--- src/rtl/tankb_rom_loader.sv ---
// ROM download stage between hps_io and the Tankb core: re-times accepted ioctl bytes
// onto dn_addr/dn_data/dn_wr, stalls the HPS after each byte and gates core reset.
//
// state | meaning
// IDLE  | no valid image, core held in reset, waiting for a rising edge of sel
// LOAD  | download active, ready to accept a byte
// HOLD  | byte taken, ioctl_wait asserted for WR_HOLD clocks
// DONE  | complete image delivered, core released from reset
module tankb_rom_loader #(
    parameter int ROM_INDEX = 0,
    parameter int ROM_BYTES = 16384,
    parameter int WR_HOLD   = 2
) (
    input  logic        clk_sys,
    input  logic        reset,
    input  logic        ioctl_download,
    input  logic [7:0]  ioctl_index,
    input  logic        ioctl_wr,
    input  logic [24:0] ioctl_addr,
    input  logic [7:0]  ioctl_dout,
    output logic        ioctl_wait,
    output logic [13:0] dn_addr,
    output logic [7:0]  dn_data,
    output logic        dn_wr,
    output logic        core_reset,
    output logic        rom_ready,
    output logic        load_error,
    output logic [14:0] bytes_loaded,
    output logic [15:0] checksum
);

    typedef enum logic [1:0] {ST_IDLE, ST_LOAD, ST_HOLD, ST_DONE} state_t;

    localparam logic [7:0]  SEL_IDX  = 8'(ROM_INDEX);
    localparam logic [24:0] ADDR_LIM = 25'(ROM_BYTES);
    localparam logic [14:0] IMG_LEN  = 15'(ROM_BYTES);
    localparam logic [14:0] CNT_MAX  = 15'd16384;
    localparam logic [2:0]  HOLD_LD  = 3'(WR_HOLD - 1);

    state_t      state, state_nxt;
    logic        sel, sel_q, sel_rise, sel_fall;
    logic [2:0]  hold_cnt;
    logic        overrun;
    logic        start, accept, reject, finish_err;

    assign sel      = ioctl_download & (ioctl_index == SEL_IDX);
    assign sel_rise = sel & ~sel_q;
    assign sel_fall = ~sel & sel_q;

    assign ioctl_wait = (state == ST_HOLD);
    assign rom_ready  = (state == ST_DONE);
    assign core_reset = (state != ST_DONE);

    always_ff @(posedge clk_sys or posedge reset) begin
        if (reset) state <= ST_IDLE;
        else       state <= state_nxt;
    end

    always_comb begin
        state_nxt  = state;
        start      = 1'b0;
        accept     = 1'b0;
        reject     = 1'b0;
        finish_err = 1'b0;
        case (state)
            ST_IDLE, ST_DONE: begin
                if (sel_rise) begin
                    state_nxt = ST_LOAD;
                    start     = 1'b1;
                end
            end
            ST_LOAD, ST_HOLD: begin
                // end of window wins over any pending byte or hold count
                if (sel_fall) begin
                    if (bytes_loaded == IMG_LEN && !overrun) begin
                        state_nxt = ST_DONE;
                    end else begin
                        state_nxt  = ST_IDLE;
                        finish_err = 1'b1;
                    end
                end else if (state == ST_LOAD) begin
                    if (ioctl_wr) begin
                        state_nxt = ST_HOLD;
                        if (ioctl_addr < ADDR_LIM) accept = 1'b1;
                        else                       reject = 1'b1;
                    end
                end else if (hold_cnt == 3'd0) begin
                    state_nxt = ST_LOAD;
                end
            end
            default: state_nxt = ST_IDLE;
        endcase
    end

    // sel_q resets high so a sel still asserted across reset is not seen as a new edge
    always_ff @(posedge clk_sys or posedge reset) begin
        if (reset) begin
            sel_q        <= 1'b1;
            hold_cnt     <= 3'd0;
            overrun      <= 1'b0;
            dn_addr      <= 14'd0;
            dn_data      <= 8'd0;
            dn_wr        <= 1'b0;
            load_error   <= 1'b0;
            bytes_loaded <= 15'd0;
            checksum     <= 16'd0;
        end else begin
            sel_q <= sel;
            dn_wr <= accept;
            if (start) begin
                bytes_loaded <= 15'd0;
                checksum     <= 16'd0;
                load_error   <= 1'b0;
                overrun      <= 1'b0;
            end
            if (accept) begin
                dn_addr  <= ioctl_addr[13:0];
                dn_data  <= ioctl_dout;
                checksum <= checksum + {8'h00, ioctl_dout};
                if (bytes_loaded != CNT_MAX) bytes_loaded <= bytes_loaded + 15'd1;
            end
            if (reject)     overrun    <= 1'b1;
            if (finish_err) load_error <= 1'b1;
            if (accept || reject)                         hold_cnt <= HOLD_LD;
            else if (state == ST_HOLD && hold_cnt != 3'd0) hold_cnt <= hold_cnt - 3'd1;
        end
    end

endmodule

--- config.mk ---
export PLATFORM = sky130hd
export DESIGN_NAME = tankb_rom_loader
export DESIGN_NICKNAME = d
export VERILOG_FILES = /design/src/rtl/tankb_rom_loader.sv
export SDC_FILE = /design/constraint.sdc
export NUM_CORES = 1
export LEC_CHECK = 0
export BUFFER_PORTS_ARGS = -buffer_cell sky130_fd_sc_hd__buf_2
export CORE_MARGIN = 1
export CORE_UTILIZATION = 35
export CTS_CLUSTER_DIAMETER = 80
export DETAILED_ROUTE_END_ITERATION = 12
export SYNTH_ARGS = -nofsm -noshare
export SYNTH_HDL_FRONTEND = slang
export SYNTH_SLANG_ARGS = --single-unit
--- constraint.sdc ---
create_clock -name clk_sys -period 5.67 [get_ports clk_sys]
set_input_delay 1.134 -clock clk_sys [delete_from_list [all_inputs] [get_ports clk_sys]]
set_output_delay 1.134 -clock clk_sys [all_outputs]
set_load 0.02 [all_outputs]
### Word-level counts from Yosys, hierarchy flattened

Cells that the tools add are included.

* mux-type cells: 32
* reduce and logical (&&, ||, !) cells: 15
* equal/unequal tests: 9
* order comparisons: 1
* add/sub/neg operators: 3
* bitwise logic cells: 5

Operator list (number)
* $mux W15: 3
* $mux W16: 2
* $lt A25 B15 Y1 const B: 1
* $mux W1: 18
* $add A16 B8 Y16: 1
* $add A15 B1 Y15 const B: 1
* $eq A15 B15 Y1 const B: 1
* $ne A15 B15 Y1 const B: 1
* $mux W2: 6
* $logic_not A8 Y1: 1
* $ne A4 B4 Y1 const B: 2
* $reduce_bool A2 Y1: 4
* $mux W3: 2
* $eq A2 B2 Y1 const B: 2
* $ne A2 B2 Y1 const B: 2
* $pmux W2 S2: 1
* $reduce_or A2 Y1: 2
* $and A1 B1 Y1: 3
* $logic_not A3 Y1: 1
* $reduce_and A3 Y1: 1
* $reduce_bool A3 Y1: 1
* $sub A3 B1 Y3 const B: 1
* $eq A2 B1 Y1 const B: 1
* $logic_and A1 B1 Y1: 2
* other kinds (4): 5

* logic and storage cells: 75
* flip-flop bits (word level): 62

### Longest topological paths before layout

* word-level depth: 8
* gate-level depth with buffers: 10
* mapped depth without buffers: 7

### Worst setup path after synthesis

OpenSTA, ideal clock, no wires.

* kind: input to register
* from: input ioctl_dout[1]
* to: register checksum[11]
* setup slack: 2.862 ns
* setup time: 0.139 ns
* stages on the path: 6
* required time: 5.531 ns
* buffers on the path: 0
* data arrival time: 2.670 ns
* cells stage by stage: ha_1 -> a211o_1 -> a221o_1 -> a31oi_1 -> nor3_1 -> mux2i_1

* cells in the longest elaborated chain, start to end: 2

Ends and longest elaborated chain
* from (decl): RTL line 20 `input logic [7:0] ioctl_dout,`
* $add A16 B8 Y16: RTL line 119 `checksum <= checksum + {8'h00, ioctl_dout};`
* $mux W16: RTL line 116 `if (accept) begin`
* to (signal assigned): RTL line 119
* to (decl): RTL line 29 `output logic [15:0] checksum`

Every way passes these cells.
A chain may end at the register's enable or synchronous reset.

### Worst setup path after layout

* from: input ioctl_addr[22]
* to: register bytes_loaded[13]

* cells in the longest elaborated chain, start to end: 7

Ends and longest elaborated chain
* from (decl): RTL line 19 `input logic [24:0] ioctl_addr,`
* $lt A25 B15 Y1: RTL line 84 `if (ioctl_addr < ADDR_LIM) accept = 1'b1;`
* $mux W1: RTL line 84
* $mux W1: RTL line 82 `if (ioctl_wr) begin`
* $mux W1: RTL line 81 `end else if (state == ST_LOAD) begin`
* $mux W1: RTL line 74 `if (sel_fall) begin`
* $mux W1: RTL line 65 `case (state)`
* $mux W15: RTL line 116
* to (signal assigned): RTL line 120 `if (bytes_loaded != CNT_MAX) bytes_loaded <= bytes_loaded + 15'd1;`
* to (decl): RTL line 28 `output logic [14:0] bytes_loaded,`

Every way passes these cells.

==> impl_results.md <==
* Worst path arrival time at 3290 ps
* Post-CTS Setup Repair Bufs at 0
* N_diodes at 0
* Slowest cell delay on critical path at 540 ps
* Met2 usage at 0.2571
* Status: complete, no violations
* Yosys synthesis warning count at 0
* Hold_ws at 461.1 ps
* Final Hold Viols at 0
* VDD IR-drop max at 0.1198 mV
* Met1 Resource Use GR at 0.2350
* Initial antenna violation count at 0
* Final WL at 7709 microns
* CP max stage cell: or4_4
* Clock Tree Buf Depth at 2
* First-pass GRT wire length at 13080 microns
* Hold Path Depth at 2
* Synth unique cells at 49
* Crit start category: input port
* Setup_tns at 0 ps
* Ports at 103
* GRT Resource Usage Total at 0.1698
* WS Path Type: input port to register
* Worst R2R Setup Slack at 2970 ps
* WL/cell at 13.43 microns
* CP Max Fanout at 19
* Leak at 2.242 nW
* Mean Syn Cell Area at 9.303 sq um
* CTS-repair resized insts at 0
* Die Wd at 99 microns
* Sink Count at 62
* DIE HEIGHT at 99 microns
* Async SR Flop Fraction at 1.000
* DRC violations left at 0
* Final period util at 0.5420
* Core area at 9196 sq um
* Post-route minimum period at 3073 ps
* H-tree levels at 3
* Worst Skew at 5.417 ps
* Number of synthesized flops with an enable pin at 0
* Remaining Overflow, GRT at 0
* Met3 Usage GRT at 0.04965
* Sequential fraction of the synthesis area at 0.4715
* Synth Register Bits at 62
* Worst r2r dst: bytes_loaded[7]
* Reg2reg start: state[0]
* Num rows at 35
* Number of port buffers at 102
* Setup WS pre-CTS at 2261 ps
* Final GP Congestion at 0.8415
* Final Power at 1.035 mW
* Global route hottest layer: met2
* Final nets at 520
* Max_slew headroom at 0.4198
* Max_cap viols at 0
* Number of buffers inserted by hold repair at cts at 0
* Number of global-route vias before repair at 2707
* Unrepaired setup endpoints after global routing: no
* Slew @ Worst Pin at 867.9 ps
* Fmax achieved at 325.4 MHz
* Cell area after synthesis at 3293 sq um
* Setup crit end: bytes_loaded[13]
* Starting density of the core at 0.3581
* Root Buffer: clkbuf_8
* Worst setup EP type: register
* Number of buffers created by CTS at 9
* R2R cell count at 8
* Share of cells above drive strength 1 at 0.2851
* Initial drt markers at 142
* Routed vias at 2902
* Pre-Repair DR Iteration Count at 5
* Worst min-delay path class: register to register
* Pins Over Slew Limit at 0
* DR vias/cell at 5.056
* Syn_nets at 415
* Clock latency on the worst-skew pair at 330 ps
* Final setup violation count at 0
* Sequence of cells on the critical path: buf_2, or4_4, or3_1, a21oi_2, buf_4, nand4_1, mux2i_1
* CP required at 5880 ps
* Synthesized instance count at 354
* Die ar. at 9801 sq um
* Reg clk slew, reported paths at 70 ps
* Commonest register cell after synthesis: dfrtp_1
* CTS tree: built
* Final ANT Viol Nets at 0
* Largest net degree at the start of global routing at 63
* CP startpoint: ioctl_addr[22]
* Pwr/cell area at 251.3 nW/um^2
* Area Growth Syn to Fin at 25.00%
* Util after Layout at 0.4476
* DP HPWL at 5486 microns
* Final WS setup at 2597 ps
## worst min path at each step
stage                      startpoint          end  slack [ps]
after CTS                 dn_addr[13]  dn_addr[13]         470
after global placement     dn_data[2]   dn_data[2]         440
final                      dn_addr[0]   dn_addr[0]         460
after floorplan           hold_cnt[1]  hold_cnt[1]         480
after detailed placement  dn_addr[13]  dn_addr[13]         450
after global routing       dn_data[7]   dn_data[7]         480
## cell usage after synthesis, types with 3 or more instances
master,n,area (sq um)
or3_1,4,25.02
nor4_2,3,37.54
and3_1,4,25.02
o211ai_1,7,52.55
xor2_1,3,26.28
and4_1,3,26.28
nor2_1,9,33.78
dfrtp_1,61,1526
nor3_1,7,35.03
a31oi_1,3,18.77
o21ai_1,6,30.03
ha_1,15,187.7
xnor2_1,5,43.79
o31ai_1,6,45.04
nand3_1,26,130.1
a21oi_1,7,35.03
nor4_1,4,25.02
a21o_1,4,30.03
mux2i_1,13,130.1
nand4_1,6,37.54
clkbuf_1,6,22.52
o21ai_0,8,40.04
nand2_1,98,367.9
buf_2,3,15.01
inv_1,12,45.04
## layout make-up
| cell class | count | area (sq um) |
|---|---|---|
| Inverter | 12 | 45.04 |
| Sequential cell | 62 | 1553 |
| Timing Repair Buffer | 105 | 533.0 |
| Clock inverter | 4 | 47.55 |
| Tap cell | 111 | 138.9 |
| Multi-Input combinational cell | 269 | 1658 |
| Clock buffer | 11 | 141.4 |
| Fill cell | 932 | 5080 |
## stage by stage
| step | cell area, sq um | std cells |
|---|---|---|
| after CTS | 4116 | 574 |
| after detailed placement | 3928 | 559 |
| final | 4116 | 574 |
| after global routing | 4116 | 574 |
| after global placement | 3928 | 559 |
| after floorplan | 3293 | 354 |
## critical path, delay by kind of cell
kind	cells	cell delay [ps]
compound gates	1	420
buf+inv	2	440
mux	1	140
simple gates	3	1140
## logic make-up after synthesis
logic type | count (synthesis) | share of synthesized area
adders and majority gates | 16 | 0.06307
AOI/OAI and AO/OA | 57 | 0.1197
and+or+nand+nor | 175 | 0.2565
DFF | 62 | 0.4715
xor gates and xnor gates | 8 | 0.02128
buffers and inverters | 23 | 0.02849
muxes | 13 | 0.03951
## flip-flops by register name (all words and copies together) (netlist names)
name	count
bytes_loaded	15
checksum	16
dn_addr	14
dn_data	8
dn_wr	1
hold_cnt	3
load_error	1
overrun	1
sel_q	1
state	2
## metal layers
layer | share of wire | vias up
li1 | - | 1467
met4 | 0.011 | 0
met2 | 0.44 | 100
met3 | 0.060 | 7
met5 | 0 | -
met1 | 0.48 | 1328
## placed cells by master (no fill, tap or decap), types with 7 or more instances in the layout
cell,n
o211ai_1,7
nor2_1,9
clkbuf_8,10
buf_2,102
nor3_1,7
nand2_1,98
nand3_1,26
inv_1,11
dfrtp_1,61
ha_1,15
o21ai_0,8
mux2i_1,13
## report_power, final
group	internal (mW)	switching [mW]
Combinational	0.0742	0.112
Sequential	0.459	0.0113
Clock	0.211	0.166
Note: power is estimated with default switching activity, not from simulation.
